$ cat config.mk
export PLATFORM = sky130hd
export DESIGN_NAME = debug_word_sender
export DESIGN_NICKNAME = d
export VERILOG_FILES = /design/src/rtl/debug_word_sender_pkg.sv /design/src/rtl/debug_word_sender.sv
export SDC_FILE = /design/constraint.sdc
export NUM_CORES = 1
export LEC_CHECK = 0
export BUFFER_PORTS_ARGS = -buffer_cell sky130_fd_sc_hd__buf_2
export CAP_MARGIN = 25
export CORE_ASPECT_RATIO = 0.9
export CORE_MARGIN = 3
export CORE_UTILIZATION = 51
export DETAILED_ROUTE_END_ITERATION = 12
export PLACE_DENSITY = 0.76
export SLEW_MARGIN = 20
export SYNTH_ARGS = -nofsm -noshare
export SYNTH_HDL_FRONTEND = slang
export SYNTH_SLANG_ARGS = --single-unit
export TNS_END_PERCENT = 20
$ cat constraint.sdc
create_clock -name i_clk -period 4.2 [get_ports i_clk]
set_input_delay 0 -clock i_clk [delete_from_list [all_inputs] [get_ports i_clk]]
set_output_delay 0 -clock i_clk [all_outputs]
set_load 0.005 [all_outputs]
$ cat src/rtl/debug_word_sender_pkg.sv
// debug_word_sender_pkg
//   Constants and types shared by the debug unit, the UART and the
//   debug word sender.
//   - DBG_BITS_SIZE / DBG_SIZE_TRAMA / DBG_ADDR_SIZE: default widths.
//   - DBG_NBYTES: UART frames per debug word for the default widths.
//   - dws_state_e: 3-bit state encoding of the word sender FSM.
//   - idx_width(): counter width able to index n items (minimum 1 bit).
package debug_word_sender_pkg;

  localparam int DBG_BITS_SIZE  = 32;
  localparam int DBG_SIZE_TRAMA = 8;
  localparam int DBG_ADDR_SIZE  = 5;
  localparam int DBG_NBYTES     = DBG_BITS_SIZE / DBG_SIZE_TRAMA;

  typedef enum logic [2:0] {
    ST_IDLE = 3'd0,
    ST_ADDR = 3'd1,
    ST_LOAD = 3'd2,
    ST_SEND = 3'd3,
    ST_WAIT = 3'd4,
    ST_DONE = 3'd5
  } dws_state_e;

  function automatic int idx_width(input int n);
    return (n > 1) ? $clog2(n) : 1;
  endfunction

endpackage

$ cat src/rtl/debug_word_sender.sv
// debug_word_sender
//   Walks a word-addressed debug source from address 0 to count-1 and
//   sends every word to the UART as SIZE_TRAMA-bit frames, LSB frame first.
//   Ports:
//     i_clk, i_reset      clock, asynchronous active-high reset
//     i_start             one-cycle transfer request (ignored while busy)
//     i_word_count        words to send, 0..2^ADDR_SIZE, sampled on start
//     i_word_data         source word at o_word_addr (combinational source)
//     i_tx_done           UART frame-finished pulse
//     o_word_addr         address presented to the source
//     o_tx_start          one-cycle UART transmit request
//     o_tx_data           frame to transmit, stable until i_tx_done
//     o_busy              transfer in progress
//     o_done              one-cycle completion pulse
module debug_word_sender
  import debug_word_sender_pkg::*;
#(
  parameter int BITS_SIZE  = DBG_BITS_SIZE,
  parameter int SIZE_TRAMA = DBG_SIZE_TRAMA,
  parameter int ADDR_SIZE  = DBG_ADDR_SIZE
) (
  input  logic                  i_clk,
  input  logic                  i_reset,
  input  logic                  i_start,
  input  logic [ADDR_SIZE:0]    i_word_count,
  input  logic [BITS_SIZE-1:0]  i_word_data,
  input  logic                  i_tx_done,
  output logic [ADDR_SIZE-1:0]  o_word_addr,
  output logic                  o_tx_start,
  output logic [SIZE_TRAMA-1:0] o_tx_data,
  output logic                  o_busy,
  output logic                  o_done
);

  localparam int NBYTES     = BITS_SIZE / SIZE_TRAMA;
  localparam int BYTE_IDX_W = idx_width(NBYTES);
  localparam logic [BYTE_IDX_W-1:0] LAST_BYTE = BYTE_IDX_W'(NBYTES - 1);

  dws_state_e state_q, state_d;

  logic [ADDR_SIZE:0]    count_q,    count_d;
  logic [ADDR_SIZE-1:0]  addr_q,     addr_d;
  logic [BITS_SIZE-1:0]  word_q,     word_d;
  logic [BYTE_IDX_W-1:0] byte_idx_q, byte_idx_d;

  logic last_byte;
  logic more_words;

  assign last_byte = (byte_idx_q == LAST_BYTE);
  // The address doubles as the word index. Comparing in ADDR_SIZE+1 bits
  // lets count = 2^ADDR_SIZE stop at address 2^ADDR_SIZE-1 without wrapping;
  // count-1 cannot underflow here because count=0 never reaches WAIT.
  assign more_words = ({1'b0, addr_q} < (count_q - (ADDR_SIZE + 1)'(1)));

  // State register
  always_ff @(posedge i_clk or posedge i_reset) begin
    if (i_reset) begin
      state_q <= ST_IDLE;
    end else begin
      state_q <= state_d;
    end
  end

  // Next-state logic
  always_comb begin
    state_d = state_q;
    case (state_q)
      ST_IDLE: begin
        if (i_start) begin
          state_d = (i_word_count == '0) ? ST_DONE : ST_ADDR;
        end
      end
      ST_ADDR: state_d = ST_LOAD;
      ST_LOAD: state_d = ST_SEND;
      ST_SEND: state_d = ST_WAIT;
      ST_WAIT: begin
        if (i_tx_done) begin
          if (!last_byte) begin
            state_d = ST_SEND;
          end else if (more_words) begin
            state_d = ST_ADDR;
          end else begin
            state_d = ST_DONE;
          end
        end
      end
      ST_DONE: state_d = ST_IDLE;
      default: state_d = ST_IDLE;
    endcase
  end

  // Datapath: latched count, address/word index, captured word, frame index
  always_comb begin
    count_d    = count_q;
    addr_d     = addr_q;
    word_d     = word_q;
    byte_idx_d = byte_idx_q;
    case (state_q)
      ST_IDLE: begin
        if (i_start) begin
          count_d = i_word_count;
          addr_d  = '0;
        end
      end
      ST_LOAD: begin
        // Captured once; later source changes do not disturb this word.
        word_d     = i_word_data;
        byte_idx_d = '0;
      end
      ST_WAIT: begin
        if (i_tx_done) begin
          if (!last_byte) begin
            byte_idx_d = byte_idx_q + BYTE_IDX_W'(1);
          end else if (more_words) begin
            addr_d = addr_q + ADDR_SIZE'(1);
          end
        end
      end
      default: ;
    endcase
  end

  always_ff @(posedge i_clk or posedge i_reset) begin
    if (i_reset) begin
      count_q    <= '0;
      addr_q     <= '0;
      word_q     <= '0;
      byte_idx_q <= '0;
    end else begin
      count_q    <= count_d;
      addr_q     <= addr_d;
      word_q     <= word_d;
      byte_idx_q <= byte_idx_d;
    end
  end

  // Outputs. The frame mux reads only registers, so o_tx_data stays put
  // from SEND until the frame index advances on i_tx_done.
  always_comb begin
    o_word_addr = addr_q;
    o_tx_start  = (state_q == ST_SEND);
    o_busy      = (state_q != ST_IDLE);
    o_done      = (state_q == ST_DONE);
    o_tx_data   = '0;
    for (int i = 0; i < NBYTES; i++) begin
      if (byte_idx_q == BYTE_IDX_W'(i)) begin
        o_tx_data = word_q[i*SIZE_TRAMA +: SIZE_TRAMA];
      end
    end
  end

endmodule

-- After elaboration in Yosys (flattened, before gate mapping)
Index checks and enable logic that the tools add are counted.
- RAM bits: 0
- ROM bits: 0
- output and inout port bits: 16
- logic and storage cells: 50
- register bits: 48
- memories: 0
- latch bits: 0
- input port bits: 42
- eq/ne operators: 13
- shift operators: 0
- add/sub/neg operators: 3
- bitwise logic cells: 0
- multipliers: 0
- multiplexer cells: 18
- $lt $le $gt $ge: 1
- reductions and logical operators: 10
- divide/modulo/power cells: 0
- operator list (cell ; number):
    $mux 8 ; 4
    $mux 5 ; 4
    $mux 3 ; 5
    $pmux 3 s5 ; 1
    $ne 2x2->1 const B ; 5
    $pmux 5 s2 ; 1
    $eq 3x2->1 const B ; 2
    $eq 3x3->1 const B ; 2
    $logic_not 6->1 ; 1
    $lt 5x6->1 ; 1
    $sub 6x1->6 const B ; 1
    $add 5x1->5 const B ; 1
    $reduce_and 5->1 ; 1
    $eq 2x2->1 const B ; 2
    $mux 2 ; 2
    $pmux 2 s2 ; 1
    $reduce_and 2->1 ; 2
    $reduce_bool 2->1 ; 2
    $eq 3x1->1 const B ; 1
    $logic_not 3->1 ; 1
    $reduce_and 3->1 ; 1
    $reduce_bool 3->1 ; 1
    $add 2x1->2 const B ; 1
    $eq 2x1->1 const B ; 1
    $logic_not 2->1 ; 1

-- Depth between registers and ports, before layout
Gate-level depths: netlist of the first run.
- depth after elaboration: 6
- mapped depth: 9
- gate-level depth less buffers: 9

-- Least setup slack after synthesis of the first run
Ideal clock, no wire load.
- kind: register -> register
- from: reg count_q[2]
- to: reg addr_q[2] (netlist: o_word_addr[2])
- library setup time: 0.087 ns
- required time: 4.113 ns
- setup slack: 1.937 ns
- stages on the path, launching flop included: 8
- clock period less this slack: 2.263 ns
- buffers on the path: 0
- arrival: 2.177 ns
- cells stage by stage: dfrtp_1 -> or3_4 -> xor2_1 -> ha_1 -> a211oi_1 -> a2111oi_4 -> or2_2 -> o211ai_1
- longest elaborated chain between the ends: 4
- RTL lines (element ; line ; text):
    from (decl) ; debug_word_sender.sv:41 ; logic [ADDR_SIZE:0] count_q, count_d;
    from (signal assigned) ; debug_word_sender.sv:130 ; count_q <= count_d;
    $sub 6x1->6 ; debug_word_sender.sv:53 ; assign more_words = ({1'b0, addr_q} < (count_q - (ADDR_SIZE + 1)'(1)));
    $lt 5x6->1 ; debug_word_sender.sv:53 ;
    $ne 2x2->1 (no source line) ; -- ;
    $reduce_and 5->1 (no source line) ; -- ;
    to (signal assigned) ; debug_word_sender.sv:131 ; addr_q <= addr_d;
    to (decl) ; debug_word_sender.sv:42 ; logic [ADDR_SIZE-1:0] addr_q, addr_d;
Every way passes these cells.
A chain may end at the register's enable or synchronous reset.

==> results of run 1 <==
## area by class of cell
cell class	instances	area share, %
multi-input combinational	162	37.09
sequential	48	35.86
timing repair buffer	97	20.40
clock buffer	6	2.465
tap	62	2.316
clock inverter	2	1.158
inverter	6	0.7098
## registers in the layout (all words and copies together), names as in the netlist
name and count:
o_word_addr 5, byte_idx_q 2, word_q 32, count_q 6
state_q 3
## metal layers
metal | vias up | track usage, % | part of all wire, % | routed length (um)
li1 | 1009 | - | - | -
met1 | 1001 | 29.16 | 42 | 2634
met2 | 71 | 39.15 | 49 | 3087
met3 | 27 | 5.309 | 4.5 | 284
met4 | 0 | 12.01 | 4.2 | 265
met5 | - | 0 | 0 | 0
## placed cells by master, fill, tap and decap left out, types with 5 or more instances in the layout
cell type,netlist,layout
nand3_1,7,7
buf_2,3,57
nand2_1,19,19
ha_1,10,10
mux2_2,38,38
dlygate4sd3_1,0,39
inv_1,6,5
a21oi_1,19,19
clkbuf_8,0,6
dfrtp_1,48,48
o21ai_0,19,19
nand3b_1,10,10
## cells by family (layout without fill, tap and decap cells)
logic type	count (synthesis)	after routing	synth area share, %
AOI/OAI and AO/OA	52	52	12.70
xor gates and xnor gates	4	4	1.395
adders and majority gates	10	10	4.980
buffers and inverters	19	111	2.988
DFF	48	48	47.81
muxes	38	38	17.03
and+or+nand+nor	58	58	13.10
## worst paths after layout
path	to	slack [ns]	depth (start not counted)
setup / recovery	count_q[2]	1.65	5
hold / removal	state_q[1]	0.02	3
setup reg to reg	count_q[2]	1.65	5
hold reg to reg	word_q[28]	0.51	1
max in group asynchronous	word_q[20]	3.34	3
min in group asynchronous	word_q[22]	0.37	3
## per-stage QoR
step / area (sq um) / hold slack (ns) / cells / setup WS, ns / utilization (%)
final: 3349 / 0.02196 / 383 / 1.649 / 72.74
after global routing: 3349 / 0.03759 / 383 / 1.457 / 72.74
after detailed placement: 2836 / 0.2361 / 336 / 1.713 / 61.60
after CTS: 3348 / 0.02198 / 383 / 1.702 / 72.72
after global placement: 2836 / 0.2311 / 336 / 1.823 / 61.60
after floorplan: 2512 / 0.1469 / 229 / 1.937 / -
## power by group
part / switching (mW) / total (mW) / internal, mW
clock: 0.161 / 0.356 / 0.195
sequential: 0.217 / 0.914 / 0.697
combinational: 0.555 / 1.18 / 0.629
total: 0.934 / 2.45 / 1.52
## critical path, cell delays in order (launching register included)
cell and delay [ns]:
dfrtp_1 0.41, ha_1 0.57, a31oi_1 0.15, or3_1 0.42
nor2_1 0.49, mux2_2 0.41
==> results.toml, run 1 <==
[hold_path]
min_from = "i_tx_done"
hold_class = "in2reg"

[drt]
dr.pass1.iters = 4
vias_per_cell = 5.504
wirelength_um = 6271
vias = 2108
first_iter_violations = 208
drc = 0
avgRoutedWirePerCell_um = 16.37
ant_nets = 0

[pwr]
total_power_mw = 2.454
p_per_area_nw_per_um2 = 732.7
ir_drop_v = 0.0004467
power_leakage_nw = 1.451

[timing]
final-setup-viol-count = 0
fin_crit_sh_pct = 60.74
finClkSkew_ns = 0.01017
finalHoldViolations = 0
fmax_ghz = 0.3920
rsz0062_at_grt = "no"
fin_crit_ns = 2.551
slew_headroom_pct = 45.41
maxSlewViolCount = 0
worst_pin_slew_ns = 0.8179
tns_ns = 0

[place]
io_buffer_count = 57
routabilityCongestion = 0.8140
dp_hpwl_um = 3746

[worst_setup_path]
critPathKind = "reg2reg"
reg2reg_from = "byte_idx_q[1]"
startpoint_type = "flop"
crit_fanout = 20
crit_required_ns = 4.39
endpoint_kind = "flop"
worstSetupStartpoint = "byte_idx_q[1]"
crit_arrival_ns = 2.74

[logic_synthesis]
postSynthCellCount = 229
synth.top_cells.by_count = "dfrtp_1 (48), mux2_2 (38), a21oi_1 (19), nand2_1 (19), o21ai_0 (19)"
yosys_warnings = 0
ys_seq_area_share_pct = 47.81
synth_area_leader_cell = "dfrtp_1"
synth_area_leaders = "dfrtp_1 (48%), mux2_2 (17%), ha_1 (5.0%)"
synth_nets = 281
syn_area_per_cell_sq_um = 10.97
ys_types = 34
synth_edf_count = 0
synth.most_common_cell = "dfrtp_1"
synth-main-ff-cell = "dfrtp_1"
ys_ff_latch = 48
async_reset_ff_share_pct = 100.0
syn_area_sq_um = 2512
synth.top_cell.area_share_pct = 47.81

[cts]
clk_latency_ns = 0.31
cts_sinks = 48
htreeDepth = 2
max-clock-path-buffers = 2
holdBufCountCts = 39
cts_resized = 0
cts_root_buf = "clkbuf_8"
cts_buffers = 5
post-cts-setup-buffers = 0
clkTransAtPathRegs_ns = 0.09
cts_tree = "built"

[grt]
first_global_vias = 2194
track_usage_pct = 23.66
grt_pass1_wl_um = 10400
gr-total-overflow = 0
grt_max_degree = 49
antenna_found_initial = 0

[flow_run]
cap_violations = 0

[floorplan]
ios = 58
coreArea_sq_um = 4604
core.rowCount = 23
initial_core_util_pct = 54.57
fp.dieH_um = 72.59
die_x_um = 79.99
dieArea_sq_um = 5806

[final_layout]
area_growth_pct = 33.32
drive_above_1_share_pct = 34.58
fin_nets = 372
n_fill_cell = 325
multi_input_area_sq_um = 1242
n_antenna_cell = 0
register_area_sq_um = 1201

[run_status]
status = "finished, final reports clean"
No activity file was read; power rests on OpenSTA's default activity.
==> run 2, diff against run 1 <==
--- a/config.mk
+++ b/config.mk
@@ -9,9 +9,9 @@
 export CAP_MARGIN = 25
 export CORE_ASPECT_RATIO = 0.9
 export CORE_MARGIN = 3
-export CORE_UTILIZATION = 51
+export CORE_UTILIZATION = 48
 export DETAILED_ROUTE_END_ITERATION = 12
-export PLACE_DENSITY = 0.76
+export PLACE_DENSITY = 0.75
 export SLEW_MARGIN = 20
 export SYNTH_ARGS = -nofsm -noshare
 export SYNTH_HDL_FRONTEND = slang
==> constraint.sdc (replaced) <==
create_clock -name i_clk -period 2.14 [get_ports i_clk]
set_input_delay 0 -clock i_clk [delete_from_list [all_inputs] [get_ports i_clk]]
set_output_delay 0 -clock i_clk [all_outputs]
set_load 0.005 [all_outputs]
==> run 2 against run 1 <==
The run now ends with setup timing left. First-iteration DRC count down 50%. Die area is 5.7% higher. Via count increased by 1.9%. Cell count up 4.7%. Clock skew decreased by 0.00084 ns. Global-route usage fell by 1.9 points. Sequential share of layout area fell by 1.2 points. Combinational power increased by 120%. Critical path depth up 2. Flip-flop and latch count is the same. Setup slack worse by 1.7 ns.
==> results.toml, run 2 (synthesized netlist as in run 1, its figures left out) <==
[final_layout]
n_antenna_cell = 0
largest_register_ffs = 32
area_growth_pct = 38.10
most-common-layout-cells = "buf_2 (57), dfrtp_1 (48), dlygate4sd3_1 (39)"
drive_above_1_share_pct = 39.29
fin_area_sq_um = 3470
final_util_pct = 70.03
register_area_sq_um = 1201
top_register = "word_q"
final_common_cell = "buf_2"
fin_nets = 387
n_fill_cell = 352
multi_input_area_sq_um = 1271

[cts]
cts_sinks = 48
cts_tree = "built"
cts_root_buf = "clkbuf_8"
max-clock-path-buffers = 2
htreeDepth = 2
cts_buffers = 5
clk_latency_ns = 0.31
clkTransAtPathRegs_ns = 0.09

[grt]
met1_usage_pct = 27.96
top_usage_layer = "met2"
grt_max_degree = 31
gr-total-overflow = 0
grt_util_met3_pct = 5.502
antenna_found_initial = 0
track_usage_pct = 21.76
grt_pass1_wl_um = 9936
first_global_vias = 2099
gr-usage-met2_pct = 36.21

[timing]
finalHoldViolations = 0
maxSlewViolCount = 0
fmax_ghz = 0.4470
setup_slack_ns = -0.09689
worst_pin_slew_ns = 0.6114
fin_crit_ns = 2.237
slew_headroom_pct = 59.18
final-setup-viol-count = 6
finClkSkew_ns = 0.009336
fin_crit_sh_pct = 104.5
tns_ns = -0.4830
rsz0062_at_grt = "yes"

[drt]
dr.pass1.iters = 4
wirelength_um = 6196
first_iter_violations = 104
avgRoutedWirePerCell_um = 15.45
ant_nets = 0
vias = 2148
vias_per_cell = 5.357
drc = 0

[pwr]
comb_power_share_pct = 52.8
power.switching_mw = 1.834
power_leakage_nw = 1.515
p_per_area_nw_per_um2 = 1395
p_int_mw = 3.006
p_clk_share_pct = 11.8
seq_power_share_pct = 35.4
swShare_pct = 37.89
ir_drop_v = 0.0008203

[run_status]
violations = "setup timing"
status = "finished with violations"

[floorplan]
dieArea_sq_um = 6139
coreArea_sq_um = 4955
fp.dieH_um = 74.64
initial_core_util_pct = 50.71
core.rowCount = 24
die_x_um = 82.26
ios = 58

[worst_setup_path]
startpoint_type = "flop"
crit_required_ns = 2.33
critPathMaxStageDelay_ns = 0.41
critPathKind = "reg2reg"
crit_chain = "or3_4, xor2_1, ha_1, o211ai_1, a2111oi_4, or2_4, o211ai_1"
crit_arrival_ns = 2.42
cp_slowest_cell = "a2111oi_4"
crit_fanout = 5
cp_common_cell = "o211ai_1"
endpoint_kind = "flop"

[place]
placed_cell_area_sq_um = 2953
routabilityCongestion = 0.9016
io_buffer_count = 57
dp_hpwl_um = 3976

[flow_run]
cap_violations = 0

[hold_path]
hold_class = "in2reg"
run 2: cell count changes in the layout (fill, tap and decap cells not counted), moves of 2 or more:
| cell | delta |
|---|---|
| buf_4 | +14 |
| o21ai_1 | +5 |
| o21ai_0 | -7 |
| ha_2 | +2 |
| ha_1 | -2 |
| o21ai_2 | +2 |
run 2: layer usage:
layer  share of wire, %  routed length, um
met5                  0                  0
met4                1.1                 67
met3                4.6                288
met2                 51               3187
met1                 43               2652
run 2: power by group through the flow:
stage                     sequential [mW]  clock [mW]  combinational [mW]
after floorplan                      1.62           0                1.72
after global placement               1.69           0                2.37
after detailed placement             1.71           0                2.41
after CTS                            1.69       0.585                2.48
after global routing                 1.77       0.618                2.84
final                                1.71       0.571                2.56
run 2: area by class of cell:
| class | count | area share, % |
|---|---|---|
| multi-input cells | 162 | 36.64 |
| well taps | 65 | 2.344 |
| clock inverters | 1 | 0.2164 |
| flip-flops and latches | 48 | 34.62 |
| clock buffers | 7 | 2.488 |
| inverters | 6 | 0.6491 |
| repair buffers | 112 | 23.04 |
run 2: repair_timing:
action | CTS | global route
cloned | 0 | 0
resized for setup | 1 | 13
hold buffers | 39 | 0
endpoints found under the hold margin | 66 | 0
buffers inserted | 0 | 1
setup endpoints to repair | 6 | 7
pin swaps | 1 | 8
run 2: critical path, delay by kind of cell, from the launching register on:
kind,cells,cell delay [ns]
AO/OA/AOI/OAI,3,0.65
XOR/XNOR,1,0.16
adder cells (fa/ha/maj),1,0.31
flip-flops,1,0.39
AND/OR/NAND/NOR,2,0.60
run 2: through the flow:
stage	power, mW	setup WS [ns]	cells	hold slack (ns)
3_3_place_gp	4.064	-0.02929	353	0.1215
2_1_floorplan	3.335	-0.01079	229	0.1469
6_report	4.840	-0.09689	401	0.01624
5_1_grt	5.228	-0.1952	401	0.03299
4_1_cts	4.762	-0.08571	400	0.01184
3_5_place_dp	4.127	-0.06668	353	0.1150
run 2: final timing paths:
path,slack [ns],start,endpoint,cells past startpoint
max in group asynchronous,1.24,i_reset,count_q[0],4
min in group asynchronous,0.32,i_reset,byte_idx_q[1],3
setup / recovery,-0.1,count_q[2],o_word_addr[4],7
setup reg to reg,-0.1,count_q[2],o_word_addr[4],7
hold reg to reg,0.51,word_q[19],word_q[19],1
hold / removal,0.02,i_tx_done,state_q[0],3
==> run 3, diff against run 2 <==
--- a/config.mk
+++ b/config.mk
@@ -11,7 +11,7 @@
 export CORE_MARGIN = 3
 export CORE_UTILIZATION = 48
 export DETAILED_ROUTE_END_ITERATION = 12
-export PLACE_DENSITY = 0.75
+export PLACE_DENSITY_LB_ADDON = 0.2
 export SLEW_MARGIN = 20
 export SYNTH_ARGS = -nofsm -noshare
 export SYNTH_HDL_FRONTEND = slang
==> constraint.sdc (replaced) <==
create_clock -name i_clk -period 2.14 [get_ports i_clk]
set_input_delay 0.428 -clock i_clk [delete_from_list [all_inputs] [get_ports i_clk]]
set_output_delay 0.428 -clock i_clk [all_outputs]
set_load 0.005 [all_outputs]
==> run 3 against run 2 <==
The run still ends with setup timing left. Hold slack gained 0.14 ns. Core utilization shrank 5.6 points. Register-to-register slack is essentially flat. Clock-buffer cell count shrank 2. Power grew 6.2%. Critical endpoint is now o_word_addr[2]. Largest cell class unchanged.
==> results.toml, run 3 (synthesized netlist as in run 1, its figures left out) <==
[timing]
worst_pin_slew_ns = 0.5382
maxSlewViolCount = 0
fin_crit_sh_pct = 104.9
finClkSkew_ns = 0.01324
fin_crit_ns = 2.245
slew_headroom_pct = 63.79
setup_slack_ns = -0.1050
final-setup-viol-count = 6
finalHoldViolations = 0
fmax_ghz = 0.4454
rsz0062_at_grt = "yes"

[final_layout]
drive_above_1_share_pct = 47.14
area_growth_pct = 27.14
top_register = "word_q"
largest_register_ffs = 32
fin_cells = 362
fin_nets = 348
final_common_cell = "buf_2"
n_antenna_cell = 0
most-common-layout-cells = "buf_2 (57), dfrtp_1 (47), mux2_2 (38)"

[drt]
dr.pass1.iters = 4
vias = 1975
ant_nets = 0
wirelength_um = 5639
first_iter_violations = 135
drc = 0
avgRoutedWirePerCell_um = 15.58
vias_per_cell = 5.456

[floorplan]
initial_core_util_pct = 50.71
die_x_um = 82.26
core.rowCount = 24
coreArea_sq_um = 4955
dieArea_sq_um = 6139
fp.dieH_um = 74.64
ios = 58

[run_status]
violations = "setup timing"
status = "finished with violations"

[worst_setup_path]
endpoint_kind = "flop"
crit_fanout = 5
crit_required_ns = 2.37
crit_arrival_ns = 2.48
startpoint_type = "flop"
critPathKind = "reg2reg"
r2r_slack_ns = -0.10

[grt]
track_usage_pct = 20.06
first_global_vias = 1976
grt_pass1_wl_um = 9321
grt_max_degree = 35
antenna_found_initial = 0
gr-total-overflow = 0

[pwr]
total_power_mw = 5.141
swShare_pct = 36.26
seq_power_share_pct = 34.2
p_int_mw = 3.276
p_per_area_nw_per_um2 = 1609
p_clk_share_pct = 15.3
power_leakage_nw = 1.392
comb_power_share_pct = 50.5
ir_drop_v = 0.0008126
power.switching_mw = 1.864

[cts]
holdBufCountCts = 0
clkTransAtPathRegs_ns = 0.10
cts_sinks = 48
htreeDepth = 2
cts_buffers = 5
cts_tree = "built"
clk_latency_ns = 0.31
cts_root_buf = "clkbuf_8"
max-clock-path-buffers = 2

[place]
dp.cells = 353
routabilityCongestion = 0.7617
dp_hpwl_um = 4089
io_buffer_count = 57

[hold_path]
hold_class = "in2async"

[flow_run]
cap_violations = 0
[run 3: cell count changes in the layout (fill, tap and decap cells not counted), moves of 3 or more]
cell,previous run,this run
dlygate4sd3_1,39,0
a21oi_2,1,6
o21ai_1,5,12
a21oi_1,18,13
o21ai_0,12,7
ha_4,0,3
[run 3: critical path, cell delays in order (launching register included)]
cell	delay [ns]
dfrtp_1	0.38
or3_4	0.40
xor2_2	0.16
ha_1	0.31
o211ai_1	0.14
a2111oi_4	0.40
buf_4	0.20
o21ai_0	0.08
o211ai_1	0.10
[run 3: final timing paths]
path	end	startpoint	cells past startpoint
hold / removal	word_q[18]	i_reset	2
hold reg to reg	word_q[24]	word_q[24]	1
min in group i_clk	word_q[2]	i_word_data[2]	2
setup / recovery	o_word_addr[2]	count_q[1]	8
max in group asynchronous	byte_idx_q[0]	i_reset	3
setup reg to reg	o_word_addr[2]	count_q[1]	8
[run 3: stage by stage]
| step | setup WS (ns) | cell area, sq um | hold WS [ns] | setup TNS, ns | util [%] |
|---|---|---|---|---|---|
| CTS | -0.08845 | 3162 | 0.1703 | -0.3992 | 63.81 |
| finish | -0.1050 | 3194 | 0.1584 | -0.4441 | 64.47 |
| detailed placement | -0.08387 | 2978 | 0.4969 | -0.3436 | 60.10 |
| floorplan | -0.01079 | 2520 | 0.4806 | -0.03237 | - |
| global route | -0.1794 | 3194 | 0.1952 | -0.9772 | 64.47 |
| global placement | -0.02063 | 2978 | 0.4889 | -0.05086 | 60.10 |
[run 3: timing repair]
action                     4_1_cts  5_1_grt
setup endpoints to repair       14       14
pin swaps                        2        6
resized for setup               11       18
hold endpoints to repair         0        0
buffers inserted                 1        0
gates cloned                     0        0
[run 3: power groups by stage]
stage | Sequential, mW | Clock (mW) | Combinational, mW
2_1_floorplan | 1.62 | 0 | 1.72
5_1_grt | 1.83 | 0.833 | 2.90
3_3_place_gp | 1.74 | 0 | 2.35
6_report | 1.76 | 0.786 | 2.60
4_1_cts | 1.74 | 0.800 | 2.52
3_5_place_dp | 1.76 | 0 | 2.42
[run 3: final cells by class]
cell class | count | area, sq um
fillers | 419 | 1760
multi-input cells | 162 | 1318
flip-flops and latches | 48 | 1202
repair buffers | 73 | 430.4
well taps | 65 | 81.33
clock buffers | 5 | 68.82
clock inverters | 3 | 68.82
inverters | 6 | 25.02
[run 3: routing by layer]
| metal | track usage [%] | up-vias | share of wire, % |
|---|---|---|---|
| met5 | 0 | - | 0 |
| met4 | 6.273 | 0 | 1.1 |
| met3 | 4.785 | 7 | 5.1 |
| met2 | 32.38 | 45 | 49 |
| met1 | 26.86 | 968 | 44 |
| li1 | - | 955 | - |
